==> src/rtl/seg_ctrl_pkg.sv <==
// Shared types, glyph codes and nibble helpers for the seven-segment display path.
package seg_ctrl_pkg;

    typedef enum logic [1:0] {
        BASE = 2'd0,
        ALT  = 2'd1,
        MSG  = 2'd2
    } state_e;

    localparam logic [1:0] SRC_BASE = 2'd0;
    localparam logic [1:0] SRC_ALT  = 2'd1;
    localparam logic [1:0] SRC_MSG  = 2'd2;

    localparam logic [3:0] GLY_DASH  = 4'd10;
    localparam logic [3:0] GLY_BLANK = 4'd11;
    localparam logic [3:0] GLY_UNDEF = 4'd12;
    localparam logic [3:0] GLY_E     = 4'd13;
    localparam logic [3:0] GLY_A     = 4'd14;
    localparam logic [3:0] GLY_F     = 4'd15;

    localparam logic [15:0] BLANK_ALL = 16'hBBBB;

    // Code 12 has no glyph in the decoder, so it is shown as blank.
    function automatic logic [15:0] sanitize_nums(input logic [15:0] raw);
        logic [15:0] res;
        res = raw;
        for (int i = 0; i < 4; i++) begin
            if (raw[4*i +: 4] == GLY_UNDEF) begin
                res[4*i +: 4] = GLY_BLANK;
            end
        end
        return res;
    endfunction

endpackage

==> src/rtl/seg_hold_timer.sv <==
// Loadable down-counter that saturates at zero, or reloads itself when AUTO_RELOAD is set.
module seg_hold_timer #(
    parameter int W           = 8,
    parameter bit AUTO_RELOAD = 1'b0
) (
    input  logic         clk,
    input  logic         rst,
    input  logic         load_i,
    input  logic [W-1:0] load_val_i,
    input  logic         en_i,
    output logic [W-1:0] count_o,
    output logic         done_o
);

    logic [W-1:0] count_q;
    logic [W-1:0] count_d;

    // NOTE: every always_comb output gets a default first, so no path can infer a latch.
    always_comb begin
        count_d = count_q;
        if (load_i) begin
            count_d = load_val_i;
        end else if (en_i) begin
            if (count_q != '0) begin
                count_d = count_q - W'(1);
            end else if (AUTO_RELOAD) begin
                count_d = load_val_i;
            end
        end
    end

    // NOTE: sequential state uses non-blocking assignment so all flops update from pre-edge values.
    always_ff @(posedge clk) begin
        if (rst) begin
            count_q <= '0;
        end else begin
            count_q <= count_d;
        end
    end

    assign count_o = count_q;
    assign done_o  = (count_q == '0);

endmodule

==> src/rtl/seg_display_arbiter.sv <==
// Chooses among base, alternate and message screens for the SevenSegment scanner,
// enforcing a minimum on-screen hold and the message blink cadence.
module seg_display_arbiter
    import seg_ctrl_pkg::*;
#(
    parameter int HOLD_CYCLES  = 100000000,
    parameter int BLINK_CYCLES = 25000000
) (
    input  logic        clk,
    input  logic        rst,
    input  logic [15:0] base_nums,
    input  logic        alt_req,
    input  logic [15:0] alt_nums,
    input  logic        msg_req,
    input  logic [15:0] msg_nums,
    input  logic        msg_blink,
    output logic [15:0] nums,
    output logic [1:0]  src,
    output logic        hold_active
);

    localparam int CNT_W = $clog2(HOLD_CYCLES + 1);
    localparam int BLK_W = $clog2(BLINK_CYCLES + 1);
    localparam logic [CNT_W-1:0] HOLD_LOAD  = CNT_W'(HOLD_CYCLES - 1);
    localparam logic [BLK_W-1:0] BLINK_LOAD = BLK_W'(BLINK_CYCLES - 1);

    state_e      state_q, state_d;
    logic [15:0] nums_q, nums_d, raw_nums;
    logic [1:0]  src_q, src_d;
    logic        hold_active_q, hold_active_d;
    logic        phase_q, phase_d;

    logic             hold_load, hold_done;
    logic [CNT_W-1:0] hold_cnt;
    logic             blink_load, blink_en, blink_done;
    logic [BLK_W-1:0] blink_cnt_unused;

    seg_hold_timer #(.W(CNT_W), .AUTO_RELOAD(1'b0)) u_hold (
        .clk        (clk),
        .rst        (rst),
        .load_i     (hold_load),
        .load_val_i (HOLD_LOAD),
        .en_i       (1'b1),
        .count_o    (hold_cnt),
        .done_o     (hold_done)
    );

    seg_hold_timer #(.W(BLK_W), .AUTO_RELOAD(1'b1)) u_blink (
        .clk        (clk),
        .rst        (rst),
        .load_i     (blink_load),
        .load_val_i (BLINK_LOAD),
        .en_i       (blink_en),
        .count_o    (blink_cnt_unused),
        .done_o     (blink_done)
    );

    // A message always wins; an alt request arriving during MSG is simply dropped.
    always_comb begin
        state_d = state_q;
        unique case (state_q)
            BASE: begin
                if (msg_req)      state_d = MSG;
                else if (alt_req) state_d = ALT;
            end
            ALT: begin
                if (msg_req)        state_d = MSG;
                else if (alt_req)   state_d = ALT;
                else if (hold_done) state_d = BASE;
            end
            MSG: begin
                if (!msg_req && hold_done) state_d = BASE;
            end
            default: state_d = BASE;
        endcase
    end

    always_comb begin
        hold_load  = ((state_d != state_q) && (state_d != BASE))
                   || ((state_q == ALT) && (state_d == ALT) && alt_req);
        blink_load = (state_d == MSG) && (state_q != MSG);
        blink_en   = (state_q == MSG);

        phase_d = phase_q;
        if (blink_load) begin
            phase_d = 1'b1;
        end else if (blink_en && blink_done) begin
            phase_d = ~phase_q;
        end

        hold_active_d = hold_load ? (HOLD_LOAD != '0) : (hold_cnt > CNT_W'(1));
    end

    // Mux on the next state so src and nums always describe the same screen.
    always_comb begin
        raw_nums = base_nums;
        src_d    = SRC_BASE;
        unique case (state_d)
            BASE: begin
                raw_nums = base_nums;
                src_d    = SRC_BASE;
            end
            ALT: begin
                raw_nums = alt_nums;
                src_d    = SRC_ALT;
            end
            MSG: begin
                raw_nums = (phase_d || !msg_blink) ? msg_nums : BLANK_ALL;
                src_d    = SRC_MSG;
            end
            default: begin
                raw_nums = BLANK_ALL;
                src_d    = SRC_BASE;
            end
        endcase
        nums_d = sanitize_nums(raw_nums);
    end

    always_ff @(posedge clk) begin
        if (rst) begin
            state_q       <= BASE;
            nums_q        <= BLANK_ALL;
            src_q         <= SRC_BASE;
            hold_active_q <= 1'b0;
            phase_q       <= 1'b0;
        end else begin
            state_q       <= state_d;
            nums_q        <= nums_d;
            src_q         <= src_d;
            hold_active_q <= hold_active_d;
            phase_q       <= phase_d;
        end
    end

    assign nums        = nums_q;
    assign src         = src_q;
    assign hold_active = hold_active_q;

endmodule

==> config.mk <==
export PLATFORM = sky130hd
export DESIGN_NAME = seg_display_arbiter
export DESIGN_NICKNAME = d
export VERILOG_FILES = /design/src/rtl/seg_ctrl_pkg.sv /design/src/rtl/seg_hold_timer.sv /design/src/rtl/seg_display_arbiter.sv
export SDC_FILE = /design/constraint.sdc
export NUM_CORES = 1
export LEC_CHECK = 0
export CORE_MARGIN = 4
export CORE_UTILIZATION = 35
export CTS_CLUSTER_SIZE = 16
export DETAILED_ROUTE_END_ITERATION = 7
export PLACE_DENSITY = 0.54
export SYNTH_ARGS = -nofsm -noshare
export SYNTH_HDL_FRONTEND = slang
export SYNTH_SLANG_ARGS = --single-unit
==> constraint.sdc <==
create_clock -name clk -period 5.6 [get_ports clk]
set_clock_uncertainty 0.15 [all_clocks]
set_input_delay 1.12 -clock clk [delete_from_list [all_inputs] [get_ports clk]]
set_output_delay 1.12 -clock clk [all_outputs]
set_load 0.03 [all_outputs]
==> Word level (Yosys, flattened, before mapping) <==
Index checks and enable logic that the tools add are counted.
{ "op_classes": {"n_shift": 0, "div_mod_pow": 0, "n_addsub": 2, "mux": 18, "n_eq_ne": 10, "n_mul": 0, "n_reduce_logical": 25, "magnitude_cmp": 1, "bitwise_logic": 1} }
{ "ops": {"columns": ["operator", "n"], "rows": [
  ["$mux W25", 3],
  ["$mux W27", 2],
  ["$pmux W16 S3", 1],
  ["$gt A27 B1 Y1 const B", 1],
  ["$logic_not A27 Y1", 1],
  ["$reduce_bool A27 Y1", 1],
  ["$sub A27 B1 Y27 const B", 1],
  ["$logic_not A25 Y1", 1],
  ["$reduce_bool A25 Y1", 1],
  ["$sub A25 B1 Y25 const B", 1],
  ["$eq A4 B4 Y1 const B", 4],
  ["$mux W16", 1],
  ["$mux W2", 6],
  ["$reduce_or A2 Y1", 6],
  ["$logic_and A1 B1 Y1", 6],
  ["$pmux W2 S3", 1],
  ["$reduce_bool A2 Y1", 3],
  ["$eq A2 B1 Y1 const B", 2],
  ["$eq A2 B2 Y1 const B", 2],
  ["$logic_not A2 Y1", 2],
  ["$pmux W2 S2", 1],
  ["$mux W1", 3],
  ["$logic_not A1 Y1", 2],
  ["$logic_or A1 B1 Y1", 2],
  ["3 further kinds", 3]
]} }
{ "word_totals": {"mem_bits_rw": 0, "n_memories": 0, "in_bits": 53, "rom_bits": 0, "latchBits": 0, "wordCells": 69, "register_bits": 74} }

==> Logic depth before layout (Yosys ltp) <==
Gate-level depths: netlist of the first run.
{ "depth": {"ltp_word": 13, "ltp_mapped": 10} }

==> By module <==
From an unflattened synthesis of the first run, not the netlist that was laid out.
{ "unflattened": {"cells_unflattened": 508, "area_unflattened_um2": 4443.0} }
{ "modules_own_cells": {"columns": ["mod", "area_each_um2", "cells_each", "n_inst", "seq_area_each_um2"], "rows": [
  ["seg_hold_timer (u_hold)", 1667.8, 187, 1, 540.5],
  ["seg_hold_timer (u_blink)", 1574.0, 180, 1, 500.5],
  ["seg_display_arbiter", 1201.2, 141, 1, 440.4]
]} }

==> Least setup slack after synthesis of the first run <==
No wires, ideal clock.
{ "synth_path": {"kind": "input port to flip-flop", "start": "input msg_req", "end": "register nums_q[0] (netlist: nums[0])", "arrival_ns": 2.711, "slack_ns": 2.595, "n_path_buf": 2, "stages": 7, "cell_sequence": "or4_1 clkbuf_2 buf_2 o21ai_1 nor3_2 a222oi_1 o311ai_1"} }
{ "synth_via": {"elab_chain_cells": 12} }
{ "synth_rtl": {"columns": ["item", "line", "source"], "rows": [
  ["from (decl)", "seg_display_arbiter.sv:14", "input logic msg_req,"],
  ["$logic_not A1 Y1", "seg_display_arbiter.sv:72", "if (!msg_req && hold_done) state_d = BASE;"],
  ["$logic_and A1 B1 Y1", "seg_display_arbiter.sv:72", null],
  ["$mux W2", "seg_display_arbiter.sv:72", null],
  ["$pmux W2 S3 (*)", "seg_display_arbiter.sv:61", "unique case (state_q)"],
  ["$eq A2 B2 Y1", "seg_display_arbiter.sv:81, seg_display_arbiter.sv:98", null],
  ["$logic_and A1 B1 Y1", "seg_display_arbiter.sv:81", "blink_load = (state_d == MSG) && (state_q != MSG);"],
  ["$mux W1", "seg_display_arbiter.sv:85", "if (blink_load) begin"],
  ["$logic_or A1 B1 Y1", "seg_display_arbiter.sv:108", "raw_nums = (phase_d || !msg_blink) ? msg_nums : BLANK_ALL;"],
  ["$mux W16", "seg_display_arbiter.sv:108", null],
  ["$pmux W16 S3 (*)", "seg_display_arbiter.sv:98", "unique case (state_d)"],
  ["$eq A4 B4 Y1", "seg_ctrl_pkg.sv:28", "if (raw[4*i +: 4] == GLY_UNDEF) begin"],
  ["$reduce_or A2 Y1 (no line)", null, null],
  ["to (signal assigned)", "seg_display_arbiter.sv:128", "nums_q <= nums_d;"],
  ["to (decl)", "seg_display_arbiter.sv:28", "logic [15:0] nums_q, nums_d, raw_nums;"]
]} }
Mark *: on every way between the ends. The rest lies on a longest branch, timed or not.
A chain may end at the register's enable or synchronous reset.

==> Worst setup path after layout of the first run <==
{ "layout_path": {"start": "register u_hold.count_q[18] (netlist: u_hold.count_o[18])", "end": "register nums_q[4] (netlist: nums[4])"} }
{ "layout_via": {"elab_chain_cells": 13} }
{ "layout_rtl": {"columns": ["item", "line", "source"], "rows": [
  ["from (decl)", "seg_hold_timer.sv:15", "logic [W-1:0] count_q;"],
  ["from (signal assigned)", "seg_hold_timer.sv:37", "count_q <= count_d;"],
  ["$logic_not A27 Y1 (*)", "seg_hold_timer.sv:42", "assign done_o = (count_q == '0);"],
  ["$mux W2", "seg_display_arbiter.sv:69", "else if (hold_done) state_d = BASE;"],
  ["$mux W2", "seg_display_arbiter.sv:68", "else if (alt_req) state_d = ALT;"],
  ["$mux W2", "seg_display_arbiter.sv:67", "if (msg_req) state_d = MSG;"],
  ["$pmux W2 S3 (*)", "seg_display_arbiter.sv:61", null],
  ["$eq A2 B2 Y1", "seg_display_arbiter.sv:81, seg_display_arbiter.sv:98", null],
  ["$logic_and A1 B1 Y1", "seg_display_arbiter.sv:81", null],
  ["$mux W1", "seg_display_arbiter.sv:85", null],
  ["$logic_or A1 B1 Y1", "seg_display_arbiter.sv:108", null],
  ["$mux W16", "seg_display_arbiter.sv:108", null],
  ["$pmux W16 S3 (*)", "seg_display_arbiter.sv:98", null],
  ["$eq A4 B4 Y1", "seg_ctrl_pkg.sv:28", null],
  ["$reduce_or A2 Y1 (no line)", null, null]
]} }
Marked as above.

==> results of run 1 <==
[metal layers]
layer	global-route usage [%]	wire (um)	part of all wire, %	vias to the layer above
met2	29.4	5320	49	79
li1	-	-	-	1800
met3	4.65	538	5.0	15
met4	3.61	116	1.1	0
met1	20.8	4840	45	1700
met5	0	0	0	-
[power breakdown]
group / leakage, nW / internal, mW / switching [mW] / total (mW)
logic: 0.970 / 0.149 / 0.187 / 0.336
clock network: 0.103 / 0.219 / 0.212 / 0.430
registers: 0.614 / 0.572 / 0.0403 / 0.612
[state kept, by name (all words and copies together), names as in the netlist]
name and cells:
src 2, hold_active 1, u_hold.count_o 27, nums 16
phase_q 1, state_q 2, u_blink.count_o 25
[worst max path at each step]
stage,to,depth (start not counted)
3_5_place_dp,nums[4],7
2_1_floorplan,nums[0],7
6_report,nums[4],6
5_1_grt,nums[9],6
4_1_cts,nums[4],6
3_3_place_gp,nums[12],7
[cells in the final DEF (no fill, tap or decap), types with 4 or more instances in the layout]
master	Yosys	final
sky130_fd_sc_hd__a311oi_1	9	9
sky130_fd_sc_hd__xnor2_1	15	15
sky130_fd_sc_hd__nand2b_1	7	7
sky130_fd_sc_hd__or4_1	8	8
sky130_fd_sc_hd__clkdlybuf4s50_1	0	70
sky130_fd_sc_hd__nand2_1	30	30
sky130_fd_sc_hd__o211ai_1	13	13
sky130_fd_sc_hd__dfxtp_1	74	74
sky130_fd_sc_hd__or3_1	6	6
sky130_fd_sc_hd__a211oi_1	6	6
sky130_fd_sc_hd__inv_1	18	18
sky130_fd_sc_hd__nor4_1	8	8
sky130_fd_sc_hd__o21a_1	10	10
sky130_fd_sc_hd__nor2_1	52	52
sky130_fd_sc_hd__nand3_1	8	8
sky130_fd_sc_hd__o32a_1	4	4
sky130_fd_sc_hd__mux2_2	5	5
sky130_fd_sc_hd__xor2_1	15	15
sky130_fd_sc_hd__o21ai_0	20	20
sky130_fd_sc_hd__mux2i_1	5	5
sky130_fd_sc_hd__a21oi_1	39	39
sky130_fd_sc_hd__o311ai_1	7	7
sky130_fd_sc_hd__clkbuf_8	0	10
sky130_fd_sc_hd__a222oi_1	4	4
sky130_fd_sc_hd__nor3_1	22	22
[metrics by stage]
step | instance area (sq um) | instances
after CTS | 4830 | 657
after floorplan | 3870 | 456
after global routing | 4830 | 657
after detailed placement | 4630 | 641
after global placement | 4630 | 641
final | 4830 | 657
[cell type report]
type | instances | area share [%]
multi-input combinational | 338 | 45.5
sequential | 74 | 30.6
timing repair buffer | 71 | 14.6
tap | 140 | 3.62
clock buffer | 10 | 2.85
inverter | 18 | 1.40
clock inverter | 6 | 1.35
[cell families (layout without fill, tap and decap cells)]
logic type               after synthesis  in the layout
AND/OR/NAND/NOR                      164            164
AO/OA/AOI/OAI                        130            130
flip-flops                            74             74
buffers and inverters                 44            105
XOR/XNOR                              30             30
multiplexers                          11             11
adder cells (fa/ha/maj)                3              3
[tightest hold or removal path, cell delays in order, from the launching register on]
cell and delay [ns]:
sky130_fd_sc_hd__dfxtp_1 0.31, sky130_fd_sc_hd__o41ai_1 0.06, sky130_fd_sc_hd__a21oi_1 0.06
==> results.env, run 1 <==
WL_PER_CELL_UM=16.5
CLK_PIN_SLEW_NS=0.08
CTS_SINKS=74
FINAL-SEQ-AREA_SQ_MM=0.00148
NUMBER_OF_TOP_LEVEL_DESIGN_PORTS=72
WORSTREGTOREGCELLS=6
POST-ROUTE-DRC-COUNT=0
REPORT.FINAL.SLEW_VIOL_COUNT=0
RESULT_OF_THE_RUN='finished, final reports clean'
CP_MAX_STAGE_CELL='sky130_fd_sc_hd__nand4_1'
CRITICAL_PATH.N_BUFFERS_INVERTERS=0
DRIVE_GT1_SHARE_PCT=7.54
DIE_AREA_SQ_MM=0.0128
GRT_START_MAX_NET_PINS=47
GLOBALROUTE.TOTALOVERFLOW=0
SYNTH-EDFF-COUNT=0
GRT_ANTENNA_BEFORE_REPAIR=0
FINAL_NET_COUNT=568
TIMING.CRITICAL_PATH.TO_TYPE='flip-flop'
YS_TYPES=61
SYNTH_XOR_XNOR_AREA_SHARE_PCT=6.80
NETLIST_AREA_SQ_MM=0.00387
SYNTH_AREA_LEADERS='sky130_fd_sc_hd__dfxtp_1 38%, sky130_fd_sc_hd__a21oi_1 5.0%, sky130_fd_sc_hd__nor2_1 5.0%'
NFILLCELLS=1073
DETAILED_ROUTE_WL_UM=10800
WORST_EP_REQUIRED_TIME_NS=5.69
GRT_PASS1_VIAS=3529
CAP_VIOLATIONS=0
HOLD_CLASS='flip-flop to flip-flop'
CRIT-REG2REG-CAPTURE='nums[4]'
DR.PASS1.ITERS=4
PORT-BUFFER-COUNT=71
POST-CTS-SETUP-BUFFER-COUNT=0
POST_SYNTH_AND_OR_NAND_NOR_AREA_FRACTION_PCT=22.5
CTS_TREE='built'
NETLIST_TOP_CELLS_COUNT='74 x sky130_fd_sc_hd__dfxtp_1, 52 x sky130_fd_sc_hd__nor2_1, 39 x sky130_fd_sc_hd__a21oi_1'
HOLD_START='u_blink.count_o[6]'
VIAS_PER_CELL=5.47
CHIPWIDTH_UM=113
AREA.GROWTH.SYNTH_TO_FINAL_PCT=25.0
TIMING.CRITICAL_PATH.FANOUT_MAX=21
TIMING_HOLD_VIOLATIONS_FINAL=0
GPL_CONGESTION=0.801
SYN_NETS=512
PLACE_HPWL_UM=7700
INSERTEDDIODECOUNT=0
CTS-ROOT-BUF='sky130_fd_sc_hd__clkbuf_8'
SETUP.REG_TO_REG.WORST_SLACK_NS=1.82
DR.FIRST_ITER.DRC_COUNT=205
POWER_LEAKAGE_nW=1.69
SYNTH_TOP_FAMILY_BY_AREA='compound AO/OA/AOI/OAI gates'
INITIAL_UTILIZATION_PCT=35.7
VIA_COUNT=3594
ACHIEVABLE-FREQUENCY_MHz=264
SYNTH_COMPOUND_GATE_AREA_SHARE_PCT=23.4
POSTCTSHOLDBUFS=0
POST_SYNTH_TOP_AREA_SHARE_PCT=38.3
CLKLATENCYLATEPIN_NS=0.35
POWER_DENSITY_mW_PER_MM2=285
WORST_SETUP_PATH_START_KIND='flip-flop'
CTS_REPAIR_RESIZE_COUNT=0
SYNTH_ADDER_AREA_SHARE_PCT=0.971
SYNTHCELLS=456
HOLD_END='u_blink.count_o[6]'
SYNTH.YOSYS.SEQ_AREA_SHARE_PCT=38.3
SYNTH-ASYNC-RESET-RATIO_PCT=0
CRITICAL_PATH.TOP_DELAY_FAMILY='compound AO/OA/AOI/OAI gates'
MULTI_INPUT_AREA_SQ_MM=0.00220
FIN_TNS_SETUP_NS=0
MIN_DELAY_PATH_DEPTH=2
PLACEMENTROWS=38
CTS_MAX_LEVEL=3
NUMBER_OF_BUFFERS_ADDED_BY_THE_CLOCK_TREE_SYNTHESIS_STEP=9
FINAL.PERIOD_UTILIZATION_PCT=67.6
SETUP.WORST_PATH.START='u_hold.count_o[18]'
WORSTMARGINPINSLEW_NS=1.19
CRITICAL_PATH.MAX_STAGE_DELAY_NS=0.94
COREAREA_SQ_MM=0.0108
YOSYS.AREA.TOP_TYPE='sky130_fd_sc_hd__dfxtp_1'
CRITPATHARRIVALTIME_NS=3.87
FLOORPLAN.DIE.HEIGHT_UM=113
FINALPOWER_mW=1.38
SYNTH_FLOP_CELL='sky130_fd_sc_hd__dfxtp_1'
RELSLEWSLACK_PCT=18.7
POST_DRT_ANTENNA_NETS=0
SETUP_WS_NS=1.82
GRT_FIRST_PASS_WIRELENGTH_UM=17600
GR-USAGE-ALL-LAYERS_PCT=16.9
SYNTHMOSTINSTANTIATEDCELL='sky130_fd_sc_hd__dfxtp_1'
TIMING.RR.START='u_hold.count_o[18]'
CRITICAL_PATH.CELL_CHAIN='nor4_2 -> nand4_1 -> o21ai_4 -> o21ai_0 -> o21a_1 -> o311ai_1'
CRITPATHKIND='flip-flop to flip-flop'
PERIOD_MINUS_SLACK_NS=3.78
FINISH.UTILIZATION_PCT=44.6
UNREPAIRED_SETUP_ENDPOINTS_AFTER_GLOBAL_ROUTING='no'
YS_SEQ_ELEMENTS=74
MAXIMUM_COUNT_OF_CLOCK_BUFFERS_ALONG_A_SINGLE_PATH=2
POSTSYNTHAREAPERCELL_SQ_UM=8.48
SYNTH-WARNING-COUNT=0
SETUP-VIOLATIONS-FINAL=0
DP_SLACK_NS=1.68
HOLD_WS_NS=0.330
PEAKVDDDROP_uV=135
SYNTHMUXAREASHARE_PCT=3.14
Note: power is estimated with default switching activity, not from simulation.
==> run 2, diff against run 1 <==
clock period = 3.6 ns   (was 5.6 ns; I/O delays follow)
==> run 2 against run 1 <==
  * Die area unchanged
  * Flip-flop and latch count unchanged
  * Register-to-register slack worse by 1.4 ns
  * First-iteration DRC count down 6.3%
  * Setup slack worse by 1.4 ns
  * Maximum frequency up 19%
  * Hold slack better by 0.0019 ns
  * Wire length down 0.21%
  * Utilization up 1.0 points
  * Critical endpoint is now nums[5]
  * Largest cell class unchanged
  * Highest routed layer unchanged
==> results.env, run 2 (synthesis gave the netlist of run 1 again) <==
WL_PER_CELL_UM=16.1
CTS_TREE='built'
VIAS_PER_CELL=5.41
MAXIMUM_COUNT_OF_CLOCK_BUFFERS_ALONG_A_SINGLE_PATH=2
LAYOUT_COMMON_CELLS='74 x sky130_fd_sc_hd__dfxtp_1, 70 x sky130_fd_sc_hd__clkdlybuf4s50_1, 52 x sky130_fd_sc_hd__nor2_1'
FINAL_AREA_SQ_MM=0.00494
CHIPWIDTH_UM=113
LARGEST_REGISTER_FFS=27
POWER_LEAKAGE_nW=1.75
HOLD_WS_NS=0.331
CTS_SINKS=74
TIMING.CRITICAL_PATH.TO_TYPE='flip-flop'
GR-USAGE-ALL-LAYERS_PCT=17.1
WORST_EP_REQUIRED_TIME_NS=3.65
UNREPAIRED_SETUP_ENDPOINTS_AFTER_GLOBAL_ROUTING='no'
TIMING.RR.START='u_hold.count_o[0]'
TOTAL_INSTANCE_COUNT_AFTER_DETAILED_PLACEMENT=654
RESULT_OF_THE_RUN='finished, final reports clean'
SETUP_WS_NS=0.425
GRT_ANTENNA_BEFORE_REPAIR=0
PEAKVDDDROP_uV=256
POST_DRT_ANTENNA_NETS=0
CRITICAL_PATH.TOP_DELAY_FAMILY='compound AO/OA/AOI/OAI gates'
TIMING.CRITICAL_PATH.FANOUT_MAX=13
PORT-BUFFER-COUNT=71
FLOORPLAN.DIE.HEIGHT_UM=113
GRT_FIRST_PASS_WIRELENGTH_UM=17700
DIE_AREA_SQ_MM=0.0128
NUMBER_OF_BUFFERS_ADDED_BY_THE_CLOCK_TREE_SYNTHESIS_STEP=9
POWER_DENSITY_mW_PER_MM2=447
CRITPATHKIND='flip-flop to flip-flop'
CRITICAL_PATH.N_BUFFERS_INVERTERS=1
FINISH.UTILIZATION_PCT=45.6
REPORT.FINAL.SLEW_VIOL_COUNT=0
FINAL_NET_COUNT=581
GLOBALROUTE.TOTALOVERFLOW=0
POST_LAYOUT_NONFILLER_INSTANCES=670
ACHIEVABLE-FREQUENCY_MHz=315
MOSTFREQUENTLAYOUTCELL='sky130_fd_sc_hd__dfxtp_1'
CRITICAL_PATH.MAX_STAGE_DELAY_NS=0.65
FINAL.PERIOD_UTILIZATION_PCT=88.2
FIN_TNS_SETUP_NS=0
CLK_PIN_SLEW_NS=0.08
CTS-ROOT-BUF='sky130_fd_sc_hd__clkbuf_8'
NUMBER_OF_TOP_LEVEL_DESIGN_PORTS=72
PERIOD_MINUS_SLACK_NS=3.18
PLACEMENTROWS=38
DRIVE_GT1_SHARE_PCT=9.43
SETUP.WORST_PATH.START='u_hold.count_o[0]'
RELSLEWSLACK_PCT=34.4
DR.FIRST_ITER.DRC_COUNT=192
TOTAL_CELL_AREA_AT_THE_PLACEMENT_STAGE_SQ_MM=0.00472
SETUP.REG_TO_REG.WORST_SLACK_NS=0.42
COREAREA_SQ_MM=0.0108
HOLD_START='u_hold.count_o[11]'
SETUP-VIOLATIONS-FINAL=0
AREA.GROWTH.SYNTH_TO_FINAL_PCT=27.8
CP_MAX_STAGE_CELL='sky130_fd_sc_hd__a222oi_1'
WORSTMARGINPINSLEW_NS=0.984
DR.PASS1.ITERS=4
CRITPATHARRIVALTIME_NS=3.23
GRT_PASS1_VIAS=3625
TIMING_HOLD_VIOLATIONS_FINAL=0
CLKLATENCYLATEPIN_NS=0.36
NFILLCELLS=1074
POST-CTS-SETUP-BUFFER-COUNT=0
CRITICAL_PATH.CELL_CHAIN='inv_1 -> ha_1 -> or3b_2 -> or4_4 -> o21a_1 -> a222oi_1 -> o311ai_1'
POST-ROUTE-DRC-COUNT=0
POSTCTSHOLDBUFS=0
CTS_REPAIR_RESIZE_COUNT=0
VIA_COUNT=3622
DP_SLACK_NS=0.368
INITIAL_UTILIZATION_PCT=35.7
INSERTEDDIODECOUNT=0
FINALPOWER_mW=2.21
CAP_VIOLATIONS=0
DETAILED_ROUTE_WL_UM=10800
PLACE_HPWL_UM=7860
WORST_SETUP_PATH_START_KIND='flip-flop'
CTS_MAX_LEVEL=3
GRT_START_MAX_NET_PINS=46
GPL_CONGESTION=0.798
HOLD_CLASS='flip-flop to flip-flop'
[run 2: power breakdown]
group | internal (mW) | total [mW] | switching (mW)
logic | 0.245 | 0.537 | 0.291
registers | 0.889 | 0.951 | 0.0614
clock network | 0.393 | 0.723 | 0.330
total | 1.53 | 2.21 | 0.683
[run 2: worst reg2reg max path: cells and delay by family, from the launching register on]
| family | cells | cell delay, ns |
|---|---|---|
| and+or+nand+nor | 2 | 1.08 |
| AOI/OAI and AO/OA | 3 | 1.17 |
| adders and majority gates | 1 | 0.19 |
| DFF | 1 | 0.33 |
| buffers and inverters | 1 | 0.09 |
[run 2: path summary, 6_finish.rpt]
path,cells past startpoint,endpoint
setup / recovery,7,nums[5]
hold / removal,2,u_hold.count_o[11]
setup reg to reg,7,nums[5]
hold reg to reg,2,u_hold.count_o[11]
[run 2: final cells by class]
cell class	count	area [sq um]	area share, %
multi-input cells	338	2200	44.5
well taps	140	175	3.54
clock buffers	10	128	2.58
repair buffers	84	803	16.3
clock inverters	6	90.1	1.82
flip-flops and latches	74	1480	30.0
inverters	18	67.6	1.37
[run 2: per-layer routing]
layer	global-route usage (%)	up-vias	share of wire [%]
met2	28.7	63	49
met5	0	-	0
met1	21.3	1726	45
li1	-	1823	-
met3	4.44	10	4.5
met4	5.77	0	1.2
